$ cat src/rtl/id_stage.sv
// id_stage: instruction decode with a one-deep registered output stage,
// load-use hazard stalling and halt tracking.
module id_stage #(
  parameter int DATA_W    = 16,
  parameter int HAZARD_EN = 1
) (
  input  logic              clk,
  input  logic              rst,
  input  logic              in_valid,
  output logic              in_ready,
  input  logic [15:0]       in_instr,
  input  logic [DATA_W-1:0] in_pc,
  input  logic              flush,
  output logic              out_valid,
  input  logic              out_ready,
  output logic [3:0]        out_opcode,
  output logic [DATA_W-1:0] out_pc,
  output logic [DATA_W-1:0] out_imm,
  output logic [3:0]        out_src1,
  output logic [3:0]        out_src2,
  output logic [3:0]        out_dst,
  output logic              out_reg_write,
  output logic              out_alu_src1,
  output logic              out_alu_src2,
  output logic              out_mem_read,
  output logic              out_mem_write,
  output logic              out_mem_to_reg,
  output logic              out_halt,
  output logic              halted
);
  logic [3:0] op, rd, rs, rt, ld_rd, src1, src2;
  logic [DATA_W-1:0] imm;
  logic ld_pend, use_rs, use_rt, use_rd, stall, accept, lw_acc;
  logic reg_write, alu_src1, alu_src2;
  assign op = in_instr[15:12];
  assign rd = in_instr[11:8];
  assign rs = in_instr[7:4];
  assign rt = in_instr[3:0];
  always_comb begin
    use_rs = op <= 4'h9 || op == 4'hD;
    use_rt = op <= 4'h3 || op == 4'h7;
    use_rd = op inside {4'h9, 4'hA, 4'hB};
    imm = op inside {4'h4, 4'h5, 4'h6} ? DATA_W'(in_instr[3:0]) :
          op inside {4'h8, 4'h9} ? {{(DATA_W-5){in_instr[3]}}, in_instr[3:0], 1'b0} :
          op == 4'hA ? DATA_W'(in_instr[7:0]) :
          op == 4'hB ? DATA_W'({in_instr[7:0], 8'h00}) :
          op == 4'hC ? {{(DATA_W-10){in_instr[8]}}, in_instr[8:0], 1'b0} : '0;
    src1 = op inside {4'hA, 4'hB} ? rd : rs;
    src2 = op == 4'h9 ? rd : op >= 4'hC ? 4'h0 : rt;
    reg_write = op <= 4'h8 || op inside {4'hA, 4'hB, 4'hE};
    alu_src1 = op inside {4'hC, 4'hE};
    alu_src2 = op inside {4'h4, 4'h5, 4'h6, 4'h8, 4'h9, 4'hA, 4'hB, 4'hC, 4'hE};
  end
  // R0 is hard-wired zero, so a pending load to it can never create a hazard
  assign stall = (HAZARD_EN != 0) && ld_pend && in_valid && ld_rd != 4'h0 &&
                 ((use_rs && rs == ld_rd) || (use_rt && rt == ld_rd) || (use_rd && rd == ld_rd));
  assign in_ready = (~out_valid | out_ready) & ~stall & ~flush & ~halted;
  assign accept = in_valid & in_ready;
  assign lw_acc = accept && op == 4'h8 && rd != 4'h0;
  always_ff @(posedge clk or posedge rst) begin
    if (rst) begin
      out_valid      <= 1'b0;
      ld_pend        <= 1'b0;
      ld_rd          <= '0;
      halted         <= 1'b0;
      out_opcode     <= '0;
      out_pc         <= '0;
      out_imm        <= '0;
      out_src1       <= '0;
      out_src2       <= '0;
      out_dst        <= '0;
      out_reg_write  <= 1'b0;
      out_alu_src1   <= 1'b0;
      out_alu_src2   <= 1'b0;
      out_mem_read   <= 1'b0;
      out_mem_write  <= 1'b0;
      out_mem_to_reg <= 1'b0;
      out_halt       <= 1'b0;
    end else if (flush) begin
      out_valid <= 1'b0;
      ld_pend   <= 1'b0;
    end else begin
      if (accept) begin
        out_valid      <= 1'b1;
        out_opcode     <= op;
        out_pc         <= in_pc;
        out_imm        <= imm;
        out_src1       <= src1;
        out_src2       <= src2;
        out_dst        <= rd;
        out_reg_write  <= reg_write;
        out_alu_src1   <= alu_src1;
        out_alu_src2   <= alu_src2;
        out_mem_read   <= op == 4'h8;
        out_mem_write  <= op == 4'h9;
        out_mem_to_reg <= op == 4'h8;
        out_halt       <= op == 4'hF;
        if (op == 4'hF) halted <= 1'b1;
      end else if (out_ready) begin
        out_valid <= 1'b0;
      end
      if (lw_acc) begin
        ld_pend <= 1'b1;
        ld_rd   <= rd;
      end else if (out_ready) begin
        ld_pend <= 1'b0;
      end
    end
  end
endmodule

$ cat config.mk
export PLATFORM = sky130hd
export DESIGN_NAME = id_stage
export DESIGN_NICKNAME = d
export VERILOG_FILES = /design/src/rtl/id_stage.sv
export SDC_FILE = /design/constraint.sdc
export NUM_CORES = 1
export LEC_CHECK = 0
export CAP_MARGIN = 20
export CORE_MARGIN = 3
export CORE_UTILIZATION = 48
export CTS_BUF_LIST = sky130_fd_sc_hd__clkbuf_2
export CTS_CLUSTER_DIAMETER = 200
export DETAILED_ROUTE_END_ITERATION = 10
export PLACE_DENSITY = 0.82
export SLEW_MARGIN = 10
export SYNTH_ARGS = -nofsm -noshare
export SYNTH_HDL_FRONTEND = slang
export SYNTH_SLANG_ARGS = --single-unit
$ cat constraint.sdc
create_clock -name clk -period 2.5 [get_ports clk]
set_input_delay 0.5 -clock clk [delete_from_list [all_inputs] [get_ports clk]]
set_output_delay 0.5 -clock clk [all_outputs]
set_load 0.01 [all_outputs]
---- Word level (Yosys, flattened, before mapping) ----
Cells that the tools add are included.
word-level totals
  ROM bits ................................ 0
  latch bits .............................. 0
  memories ................................ 0
  flip-flop bits (word level) ............. 61
  output and inout bits ................... 58
  memory bits (writable) .................. 0
  logic and storage cells ................. 84
operators by class
  divide/modulo/power cells ............... 0
  $mul .................................... 0
  multiplexer cells ....................... 13
  shifts and indexed selects .............. 0
  magnitude comparators ................... 4
  bitwise logic cells ..................... 9
  add/sub/neg operators ................... 0
  reduce and logical (&&, ||, !) cells .... 27
  eq/ne operators ......................... 15
operators with widths
  cell                                                             count
  2-to-1 mux 16 bit                                                5
  == test 4 bit (second input constant)                            8
  == test 4 x 3 -> 1 bit (second input constant)                   4
  nonzero test 3 bit                                               5
  == test 4 bit                                                    3
  2-to-1 mux 4 bit                                                 3
  nonzero test 9 bit                                               1
  less-or-equal comparator 4 bit (second input constant)           2
  logical AND 1 bit                                                8
  nonzero test 4 bit                                               2
  nonzero test 2 bit                                               3
  logical OR 1 bit                                                 5
  2-to-1 mux 1 bit                                                 5
  AND 1 bit                                                        4
  >= comparator 4 bit (second input constant)                      1
  less-or-equal comparator 4 x 2 -> 1 bit (second input constant)  1
  NOT 1 bit                                                        4
  AND reduction 2 bit                                              2
  AND reduction 3 bit                                              1
  bitwise OR 1 bit                                                 1

---- Depth between registers and ports, before layout ----
Gate-level depths: netlist of run 1.
  depth in word-level cells ............... 15
  depth in mapped cells ................... 7
  gate-level depth less buffers ........... 5

---- Worst setup path after synthesis of run 1 ----
No wires, ideal clock.
  kind .................................... input port to flip-flop
  start point ............................. input in_instr[14]
  end point ............................... register out_pc[10]
  data required time ...................... 2.375 ns
  data arrival time ....................... 2.067 ns
  stages .................................. 7
  path buffers ............................ 2
  setup slack ............................. 0.308 ns
  setup time .............................. 0.125 ns
  cells stage by stage .................... clkbuf_1 nand2b_1 nor3_1 a22o_1 a21oi_4 buf_4 mux2_2
between the ends
  word-level cells in the longest chain between the ends .. 12
ends and longest elaborated chain
  item                                                    line    text
  from (decl)                                             11      input logic [15:0] in_instr,
  less-or-equal comparator 4 bit (tied with other cells)  40      use_rs = op <= 4'h9 || op == 4'hD;
  logical OR 1 bit, on equally long branches              40, 41
  logical AND 1 bit                                       56      ((use_rs && rs == ld_rd) || (use_rt && rt == ld_rd) || (use_rd && rd == ld_rd));
  logical OR 1 bit                                        56
  logical OR 1 bit (*)                                    56
  logical AND 1 bit (*)                                   55      assign stall = (HAZARD_EN != 0) && ld_pend && in_valid && ld_rd != 4'h0 &&
  NOT 1 bit (*)                                           57      assign in_ready = (~out_valid | out_ready) & ~stall & ~flush & ~halted;
  AND 1 bit (*) (3 in a row)                              57
  AND 1 bit (*)                                           58      assign accept = in_valid & in_ready;
  AND reduction 2 bit (no line) (*)                       n/a
  to (signal assigned)                                    86      out_pc <= in_pc;
  to (decl)                                               17      output logic [DATA_W-1:0] out_pc,
Every way passes the cells marked *; elsewhere a longest branch is shown, timed or not.
A chain may end at the register's enable or synchronous reset.

---- Final worst setup path of run 1 ----
  start point ............................. register ld_rd[3]
  end point ............................... output in_ready
between the ends
  word-level cells in the longest chain between the ends .. 9
ends and longest elaborated chain
  item                           line  text
  from (decl)                    31    logic [3:0] op, rd, rs, rt, ld_rd, src1, src2;
  from (signal assigned)         104   ld_rd <= rd;
  == test 4 bit                  56
  logical AND 1 bit              56
  logical OR 1 bit (2 in a row)  56
  logical AND 1 bit (*)          55
  NOT 1 bit (*)                  57
  AND 1 bit (*) (3 in a row)     57
  to (decl)                      10    output logic in_ready,
Marked as above.

==> results of run 1 <==
-- stage by stage --
step / setup WS, ps / instance area [um2] / hold WS, ps / total power, mW / utilization
floorplan: 308 / 3000 / 450 / 1.72 / -
global placement: -399 / 4230 / 469 / 2.27 / 0.706
detailed placement: -448 / 4230 / 474 / 2.30 / 0.706
CTS: 32.1 / 4330 / 354 / 2.87 / 0.723
global route: -128 / 4370 / 358 / 3.01 / 0.730
finish: -10.1 / 4370 / 382 / 2.86 / 0.730
-- flip-flops by register name, summed over array words and instances, names as in the netlist, 4 cells and up --
| register | flops |
|---|---|
| out_opcode | 4 |
| ld_rd | 4 |
| out_src1 | 4 |
| out_imm | 16 |
| out_pc | 16 |
| out_dst | 4 |
| out_src2 | 4 |
-- where the power goes --
part           internal (mW)  switching (mW)  leakage [nW]
Sequential              1.18           0.120         0.752
Clock                  0.216           0.351        0.0626
Combinational          0.607           0.387          1.09
Total                   2.00           0.858          1.91
-- logic make-up (layout without fill, tap and decap cells) --
logic type	Yosys count	after routing	share of synthesized area
xor gates and xnor gates	12	12	0.0350
muxes	63	63	0.233
buffers and inverters	26	155	0.0400
DFF	61	61	0.509
and+or+nand+nor	57	57	0.0847
AOI/OAI and AO/OA	42	42	0.0980
-- cells in the mapped netlist, drive strengths merged, types with 6 or more instances --
cell type | count | share of area
o21ai | 12 | 0.020
nand2 | 25 | 0.031
clkbuf | 8 | 0.010
mux2i | 8 | 0.027
buf | 6 | 0.015
inv | 12 | 0.015
mux2 | 55 | 0.21
dfrtp | 61 | 0.51
nor2 | 13 | 0.016
a21oi | 13 | 0.025
xor2 | 12 | 0.035
-- worst min-delay path, stage by stage --
cell,delay (ps)
clkdlybuf4s50_1,410
inv_2,80
buf_12,300
-- placed cells by master, fill, tap and decap left out, types with 2 or more instances in the layout --
master / count
mux2i_1: 8
clkdlybuf4s50_1: 91
nor2b_1: 4
nor2_1: 13
xor2_1: 12
o21ai_0: 12
a21o_1: 3
nand2_1: 25
buf_12: 3
mux2_1: 2
a22oi_1: 3
clkinv_2: 2
nor4_2: 3
mux2_2: 53
nor3_1: 4
nand2b_1: 3
dlygate4sd2_1: 2
buf_4: 31
inv_1: 11
dfrtp_2: 4
clkbuf_2: 9
a22o_1: 4
nand3_1: 3
a21oi_1: 11
dfrtp_1: 57
clkinv_1: 2
-- timing repair --
action,CTS,global route
gates cloned,0,0
endpoints found under the setup margin,1,1
setup buffers,0,3
hold endpoints to repair,0,0
resized for setup,11,3
pin swaps,2,5
-- worst max-delay path by stage --
stage                       from          to  slack (ps)  depth (start not counted)
detailed placement   in_instr[9]    in_ready        -450                          7
global route            ld_rd[3]    in_ready        -130                          6
floorplan           in_instr[14]  out_pc[10]         310                          7
finish                  ld_rd[3]    in_ready         -10                          6
global placement    in_instr[10]    in_ready        -400                          7
CTS                     ld_rd[2]    in_ready          30                          6
-- metal layers --
| metal | vias up | share of wire | global-route usage |
|---|---|---|---|
| met4 | 0 | 0.014 | 0.0791 |
| met1 | 1184 | 0.43 | 0.279 |
| met2 | 78 | 0.49 | 0.352 |
| met5 | - | 0 | 0 |
| met3 | 9 | 0.062 | 0.0602 |
| li1 | 1164 | - | - |
-- cell type report --
type                       count  area [um2]  share of cell area
multi-input combinational    174        1380               0.315
sequential                    61        1530               0.350
timing repair buffer         128        1230               0.280
tap                           75        93.8              0.0215
clock buffer                   9        45.0              0.0103
inverter                      12        45.0              0.0103
clock inverter                 6        55.1              0.0126
==> impl_metrics.yaml, run 1 <==
clock_network:
  numCtsBuffers: 9
  cts.sinks: 61
  cts_root_buffer: "clkbuf_2"
  clk_latency_ps: 470
  cts.clk_slew.worst_paths_ps: 170
  cts_tree: "built"
  ctsLongestPathBuffers: 2
  htreeDepth: 3
  ctsHoldBuffers: 0
logic_synthesis:
  netlist_area_um2: 3000
  yosysUniqueCellTypes: 30
  synth-main-ff-cell: "dfrtp_1"
  synthCells: 261
  ys_seq_area_frac: 0.509
  async_reset_ff_frac: 1.00
  synth_nets: 298
  synth_edf_count: 0
  ys_ff_latch: 61
  ys_warn_count: 0
  avgSynthCellArea_um2: 11.5
timing:
  rsz0062_at_grt: "yes"
  relSlewSlack: 0.686
  slew_violations: 0
  finClkSkew_ps: 7.98
  fin_crit_ps: 2510
  tns_ps: -10.1
  hold_viol_final: 0
  post-route-period-util: 1.00
  tightest_slew_ps: 470
  layout_setup_ws_ps: -10.1
  setup_viol: 1
  max_freq_mhz: 398
global_routing:
  grt_pass1_wl_mm: 12.2
  grt_max_degree: 62
  grt_pass1_vias: 2485
  gr-total-overflow: 0
  antenna_found_initial: 0
  track_usage: 0.217
detailed_routing:
  vias: 2435
  vias_per_cell: 5.24
  firstDrtPassIters: 4
  totalWireLength_mm: 7.60
  first_iter_violations: 192
  ant_nets: 0
  drc: 0
  wire_per_inst_um: 16.3
power_and_ir_drop:
  p_leak_nw: 1.91
  irDropWorstVdd_mv: 0.452
  power_density_nw_per_um2: 654
floorplan:
  rows: 28
  initial_core_util: 0.501
  dieArea_um2: 7230
  ios: 95
  die-width_um: 85.0
  die_h_um: 85.0
  core_area_um2: 5990
status:
  outcome: "complete, but fails checks"
  violations: "negative setup slack"
setup_path:
  r2r_end: "out_pc[0]"
  crit_buf_inv: 2
  crit_required_ps: 2000
  worstPathMaxFanout: 4
  reg2reg_from: "ld_rd[1]"
  setup.worst_path.end_class: "output pin"
  crit_slowest_cell: "dfrtp_2"
  slowest_delay_ps: 470
  r2r_cells: 8
  crit_type: "register to output pin"
  cpLargestDelayFamily: "flip-flops"
  crit_chain: "buf_4 > xor2_1 > nor4_2 > nand3_1 > o2111a_1 > buf_2"
  regToRegSetupSlack_ps: 130
  arrival_ps: 2010
  startpoint_type: "register"
layout:
  antenna_cells: 0
  nNetsFinal: 423
  finalNonFillerCells: 465
  fill_cells: 434
  drive_above_1_share: 0.287
  area_growth_syn_to_layout_pct: 45.8
placed_design:
  dp_cells: 447
  hpwl_mm: 5.50
  gp_congestion: 0.851
  portBuffers: 94
flow_run:
  cap_violations: 0
min_path:
  hold_class: "input pin to async pin"
No activity file was read; power rests on OpenSTA's default activity.
==> inputs of run 2 (changes only) <==
--- a/config.mk
+++ b/config.mk
@@ -11,6 +11,7 @@
 export CTS_BUF_LIST = sky130_fd_sc_hd__clkbuf_2
 export CTS_CLUSTER_DIAMETER = 200
 export DETAILED_ROUTE_END_ITERATION = 10
+export GPL_TIMING_DRIVEN = 1
 export PLACE_DENSITY = 0.82
 export SLEW_MARGIN = 10
 export SYNTH_ARGS = -nofsm -noshare
==> results of run 2 <==
Same layout as run 1: the final DEF is identical, and so are final timing and power.
